**config.mk**
```make
export PLATFORM = sky130hd
export DESIGN_NAME = fifo_mc_w1r1
export DESIGN_NICKNAME = d
export VERILOG_FILES = /design/src/rtl/fifo_pkg.sv /design/src/rtl/fifo_chan_ctrl.sv /design/src/rtl/fifo_mc_w1r1.sv
export SDC_FILE = /design/constraint.sdc
export NUM_CORES = 1
export LEC_CHECK = 0
export ABC_AREA = 1
export CAP_MARGIN = 20
export CORE_ASPECT_RATIO = 1.1
export CORE_MARGIN = 5
export CORE_UTILIZATION = 50
export DETAILED_ROUTE_END_ITERATION = 10
export PLACE_DENSITY = 0.68
export SYNTH_ARGS = -nofsm -noshare
export SYNTH_HDL_FRONTEND = slang
export SYNTH_SLANG_ARGS = --single-unit
export TNS_END_PERCENT = 50
```
**constraint.sdc**
```tcl
create_clock -name i_clk -period 5.2 [get_ports i_clk]
set_input_delay 1.04 -clock i_clk [delete_from_list [all_inputs] [get_ports i_clk]]
set_output_delay 1.04 -clock i_clk [all_outputs]
set_load 0.1 [all_outputs]
```
**src/rtl/fifo_pkg.sv**
```systemverilog
// Shared width helpers and the per-channel status record for the multi-channel FIFO.
package fifo_pkg;

  localparam int STAT_CNT_W = 16;

  function automatic int ptr_width(input int depth);
    return $clog2(depth);
  endfunction

  function automatic int cnt_width(input int depth);
    return $clog2(depth + 1);
  endfunction

  typedef struct packed {
    logic                  valid;
    logic                  ready;
    logic [STAT_CNT_W-1:0] n_entries;
    logic                  almost_full;
  } chan_status_t;

endpackage

```
**src/rtl/fifo_chan_ctrl.sv**
```systemverilog
// One channel's read/write pointers (with wrap bit), occupancy count, flags and flush.
module fifo_chan_ctrl
  import fifo_pkg::*;
#(
  parameter int CHDEPTH = 8,
  parameter int AFULL   = CHDEPTH - 1,
  localparam int PTR_W  = ptr_width(CHDEPTH),
  localparam int CNT_W  = cnt_width(CHDEPTH)
) (
  input  logic             i_clk,
  input  logic             i_rst,
  input  logic             i_cg,
  input  logic             i_flush,
  input  logic             i_push,
  input  logic             i_pop,
  output logic [PTR_W-1:0] o_wptr,
  output logic [PTR_W-1:0] o_rptr,
  output chan_status_t     o_status
);

  logic [PTR_W:0]   r_wptr;
  logic [PTR_W:0]   r_rptr;
  logic [CNT_W-1:0] r_count;
  logic             w_empty;
  logic             w_full;

  // The last slot wraps to zero and flips the wrap bit, so non-power-of-two depths work too.
  function automatic logic [PTR_W:0] ptr_inc(input logic [PTR_W:0] p);
    if (p[PTR_W-1:0] == PTR_W'(CHDEPTH - 1)) return {~p[PTR_W], {PTR_W{1'b0}}};
    return p + (PTR_W+1)'(1);
  endfunction

  always_ff @(posedge i_clk or posedge i_rst) begin
    if (i_rst) begin
      r_wptr  <= '0;
      r_rptr  <= '0;
      r_count <= '0;
    end else if (i_cg) begin
      if (i_flush) begin
        r_wptr  <= '0;
        r_rptr  <= '0;
        r_count <= '0;
      end else begin
        if (i_push) r_wptr <= ptr_inc(r_wptr);
        if (i_pop)  r_rptr <= ptr_inc(r_rptr);
        if (i_push && !i_pop)      r_count <= r_count + CNT_W'(1);
        else if (i_pop && !i_push) r_count <= r_count - CNT_W'(1);
      end
    end
  end

  assign w_empty = (r_wptr == r_rptr);
  assign w_full  = (r_wptr[PTR_W-1:0] == r_rptr[PTR_W-1:0]) && (r_wptr[PTR_W] != r_rptr[PTR_W]);

  assign o_wptr               = r_wptr[PTR_W-1:0];
  assign o_rptr               = r_rptr[PTR_W-1:0];
  assign o_status.valid       = ~w_empty;
  assign o_status.ready       = ~w_full;
  assign o_status.n_entries   = STAT_CNT_W'(r_count);
  assign o_status.almost_full = (r_count >= CNT_W'(AFULL));

endmodule

```
**src/rtl/fifo_mc_w1r1.sv**
```systemverilog
// Multi-channel FIFO: one write port and one read port sharing a single storage array,
// each channel owning a CHDEPTH-entry region. Handshake: a push is taken when i_valid is
// high and the target channel is ready; a pop is taken when i_ready is high and the read
// channel is valid; both only while i_cg is high and the channel is not being flushed.
module fifo_mc_w1r1
  import fifo_pkg::*;
#(
  parameter int WIDTH         = 8,
  parameter int NCHAN         = 4,
  parameter int CHDEPTH       = 8,
  parameter int AFULL         = CHDEPTH - 1,
  parameter int FLOPS_NOT_MEM = 0,
  localparam int CHAN_W       = $clog2(NCHAN),
  localparam int CNT_W        = cnt_width(CHDEPTH)
) (
  input  logic                   i_clk,
  input  logic                   i_rst,
  input  logic                   i_cg,
  input  logic [NCHAN-1:0]       i_flush,
  input  logic [WIDTH-1:0]       i_data,
  input  logic [CHAN_W-1:0]      i_wchan,
  input  logic                   i_valid,
  output logic [NCHAN-1:0]       o_ready,
  output logic [WIDTH-1:0]       o_data,
  input  logic [CHAN_W-1:0]      i_rchan,
  input  logic                   i_ready,
  output logic [NCHAN-1:0]       o_valid,
  output logic                   o_pushed,
  output logic                   o_popped,
  output logic [NCHAN*CNT_W-1:0] o_nEntries,
  output logic [NCHAN-1:0]       o_almostFull
);

  localparam int PTR_W  = ptr_width(CHDEPTH);
  localparam int DEPTH  = NCHAN * CHDEPTH;
  localparam int ADDR_W = $clog2(DEPTH);

  logic              w_push;
  logic              w_pop;
  logic [PTR_W-1:0]  w_wptr [NCHAN];
  logic [PTR_W-1:0]  w_rptr [NCHAN];
  chan_status_t      w_stat [NCHAN];
  logic [ADDR_W-1:0] w_waddr;
  logic [ADDR_W-1:0] w_raddr;
  logic [WIDTH-1:0]  w_rdata;

  assign w_push   = i_cg && i_valid && o_ready[i_wchan] && !i_flush[i_wchan];
  assign w_pop    = i_cg && i_ready && o_valid[i_rchan] && !i_flush[i_rchan];
  assign o_pushed = w_push;
  assign o_popped = w_pop;

  for (genvar c = 0; c < NCHAN; c++) begin : g_chan
    fifo_chan_ctrl #(
      .CHDEPTH (CHDEPTH),
      .AFULL   (AFULL)
    ) u_ctrl (
      .i_clk    (i_clk),
      .i_rst    (i_rst),
      .i_cg     (i_cg),
      .i_flush  (i_flush[c]),
      .i_push   (w_push && (i_wchan == CHAN_W'(c))),
      .i_pop    (w_pop && (i_rchan == CHAN_W'(c))),
      .o_wptr   (w_wptr[c]),
      .o_rptr   (w_rptr[c]),
      .o_status (w_stat[c])
    );

    assign o_valid[c]      = w_stat[c].valid;
    assign o_ready[c]      = w_stat[c].ready;
    assign o_almostFull[c] = w_stat[c].almost_full;
    // The status record carries a wide count; narrow it to the port width, saturating.
    assign o_nEntries[c*CNT_W +: CNT_W] =
      (w_stat[c].n_entries > STAT_CNT_W'(CHDEPTH)) ? CNT_W'(CHDEPTH)
                                                   : w_stat[c].n_entries[CNT_W-1:0];
  end

  // Entry address is {chan, ptr} in the sense chan*CHDEPTH + ptr, dense for any depth.
  assign w_waddr = ADDR_W'(i_wchan) * ADDR_W'(CHDEPTH) + ADDR_W'(w_wptr[i_wchan]);
  assign w_raddr = ADDR_W'(i_rchan) * ADDR_W'(CHDEPTH) + ADDR_W'(w_rptr[i_rchan]);

  if (FLOPS_NOT_MEM == 0) begin : g_ram
    logic [WIDTH-1:0] r_mem [DEPTH];

    always_ff @(posedge i_clk) begin
      if (w_push) r_mem[w_waddr] <= i_data;
    end

    assign w_rdata = r_mem[w_raddr];
  end else begin : g_flops
    logic [DEPTH-1:0][WIDTH-1:0] r_flops;

    always_ff @(posedge i_clk) begin
      for (int e = 0; e < DEPTH; e++) begin
        if (w_push && (w_waddr == ADDR_W'(e))) r_flops[e] <= i_data;
      end
    end

    assign w_rdata = r_flops[w_raddr];
  end

  assign o_data = w_rdata;

endmodule

```
==> results.cfg <==
[run_status]
status = complete, no violations

[pwr]
vdd_ir_drop_max_mv = 0.3012
p_leak_nw = 6.332
sw_frac_of_total_pct = 33.47
intPower_w = 0.004366
pwr-share-seq_pct = 42.3
comb_power_share_pct = 26.7
switchingPower_w = 0.002197
p_per_area_nw_per_um2 = 397.9
power_frac_clock_pct = 31.1

[critical_path]
critPathLaunchType = primary input
end_kind = primary output
cp_max_fo = 95
r2r_slack_ns = 2.20
path_class = in2out
reg2regPathDepth = 17
worstPathArrival_ns = 3.74
critical_path_required_ns = 4.16

[synth]
yosysWarnings = 0
ys_seq_area_share_pct = 62.27
synth_area_um2 = 14270
netlist_instances = 1359
yosysMostFrequentCell = edfxtp_1
synth_flop_cell = edfxtp_1
synth_seq_cells = 304
synth_area_per_cell_um2 = 10.50
yosys-top-cells-area = edfxtp_1 (54%), dfrtp_1 (8.4%), inv_1 (4.8%)
synth_top_area_share_pct = 53.86
synth_top_area_cell = edfxtp_1
synth_common_cells = edfxtp_1 (256), inv_1 (181), nand2_1 (179)
async_reset_ff_share_pct = 15.79
synth-edff-count = 256
syn_nets = 1408
synth_cell_types = 44

[clock_network]
holdBufCountCts = 0
cts_sinks = 304
worstSkewPairLatency_ns = 0.55
clk_pin_slew_ns = 0.06
cts_tree = yes
h-tree-depth = 1
cts_root_buf = clkbuf_16
cts_buffers = 31
post_cts_buffers = 0
cts_max_path_buffers = 3
ctsResizeCount = 0

[die]
coreArea_um2 = 28030
die-width_um = 171.1
rows = 64
start_util_pct = 50.93
die_area_um2 = 32030
pin_count = 59
die_height_um = 187.2

[placed_design]
detailedPlacementHpwl_mm = 22.33
placed_area_um2 = 15570
place_congestion = 0.8754
port_buffers = 58
pre_cts_ws_ns = 0.4394

[timing]
finalClockSkew_ns = 0.01980
setup-violations-final = 0
hold_viol_final = 0
max_freq_ghz = 0.2093
setup_ws_ns = 0.4232
worst_pin_slew_ns = 0.9960
rsz0062_at_grt = false
fin_crit_sh_pct = 91.86
period_minus_slack_ns = 4.777
slew_viol_final = 0
fin_tns_setup_ns = 0
max_slew_margin_pct = 33.39

[finish]
area_growth_syn_to_layout_pct = 15.55
stdcell_area_um2 = 16490
diodes = 0
nets = 1484
drive_above_1_share_pct = 10.43

[grt]
grt-ovfl-total = 0
grt_pass1_wl_mm = 53.96
grt_pass1_vias = 10016
grt_max_degree = 96
globalRouteTotalUtil_pct = 21.24
antenna_found_initial = 0

[run]
cap_violations = 0

[detailed_routing]
drt_wl_total_mm = 34.01
ant_nets = 0
via_per_inst = 5.586
wl_per_cell_um = 18.68
drt_iter0_markers = 922
dr.pass1.iters = 5
drc_errors = 0
num_vias = 10173

[min_path]
min_path_cells = 1
hp-class = reg2reg
[through the flow]
step                      instances  util (%)  power (W)  hold slack [ns]
after floorplan                1359         -   0.004080           0.4564
after global placement         1764     55.49   0.004537           0.4737
after detailed placement       1765     55.56   0.004569           0.4885
after CTS                      1821     58.85   0.006600           0.4967
after global routing           1821     58.85   0.006863           0.5243
final                          1821     58.85   0.006562           0.4953
[critical path: stages]
cell	delay, ns
clkdlybuf4s50_1	0.53
inv_2	0.05
nand2_1	0.15
inv_2	0.16
a22oi_1	0.27
nand2_4	0.14
buf_12	0.24
or2_2	0.32
o211ai_1	0.11
nand3_1	0.11
nand3_1	0.12
nand4_1	0.21
buf_12	0.24
[layout make-up]
cell class / count / area (µm²)
sequential: 304 / 8889
tap: 363 / 454.2
inverter: 190 / 718.2
timing repair buffer: 112 / 1161
fill: 2309 / 11530
multi-input combinational: 796 / 4350
clock buffer: 45 / 838.3
clock inverter: 11 / 82.58
[placed cells by master, fill, tap and decap left out, types with 5 or more instances in the layout]
cell	netlist	layout
edfxtp_1	256	256
nor3_1	7	7
nor2_1	121	121
clkbuf_16	0	31
o22ai_1	6	6
dfrtp_1	48	48
nand2_1	179	178
buf_4	12	48
clkbuf_1	40	13
o21ai_1	13	13
or2_0	10	10
inv_1	181	180
a21oi_1	38	38
inv_2	6	7
nand3_1	112	112
o211ai_1	82	82
nand2_4	5	6
nand2_2	7	7
clkdlybuf4s50_1	0	48
buf_12	0	16
ha_1	24	24
xor2_1	8	8
or2_2	8	8
o21ai_0	107	107
o31ai_1	5	5
clkinv_1	1	5
nand4_1	27	27
[metal layers]
layer | vias to the layer above | global-route usage (%) | wire, µm
li1 | 4850 | - | -
met1 | 4908 | 29.50 | 14290
met2 | 344 | 35.33 | 16750
met3 | 71 | 2.621 | 2055
met4 | 0 | 6.096 | 913
met5 | - | 0 | 0
[power by group through the flow]
stage	Clock (W)	Sequential [W]	Combinational [W]
finish	0.00204	0.00277	0.00175
detailed placement	0	0.00282	0.00175
global placement	0	0.00282	0.00172
CTS	0.00207	0.00277	0.00175
floorplan	0	0.00280	0.00128
global route	0.00219	0.00278	0.00189
[final timing paths]
path	startpoint	to
max	i_rchan[1]	o_data[6]
min	g_chan[1].u_ctrl.r_rptr[3]	g_chan[1].u_ctrl.r_rptr[3]
max reg2reg	g_chan[0].u_ctrl.r_wptr[2]	g_chan[2].u_ctrl.r_count[3]
min reg2reg	g_chan[1].u_ctrl.r_rptr[3]	g_chan[1].u_ctrl.r_rptr[3]
max in group asynchronous	i_rst	g_chan[3].u_ctrl.r_count[0]
min in group asynchronous	i_rst	g_chan[0].u_ctrl.r_count[3]
[logic make-up after synthesis]
kind of cell,Yosys count,share of synthesized area (%)
buffers and inverters,259,7.346
XOR/XNOR,11,0.6750
adder cells (fa/ha/maj),28,2.665
AND/OR/NAND/NOR,489,15.73
flip-flops,304,62.27
AO/OA/AOI/OAI,268,11.32
[registers in the layout (all words and copies together) (netlist names)]
register / flops
g_chan.u_ctrl.r_wptr: 16
g_chan.u_ctrl.r_count: 16
g_chan.u_ctrl.r_rptr: 16
g_ram.r_mem: 256
No activity file was read; power rests on OpenSTA's default activity.
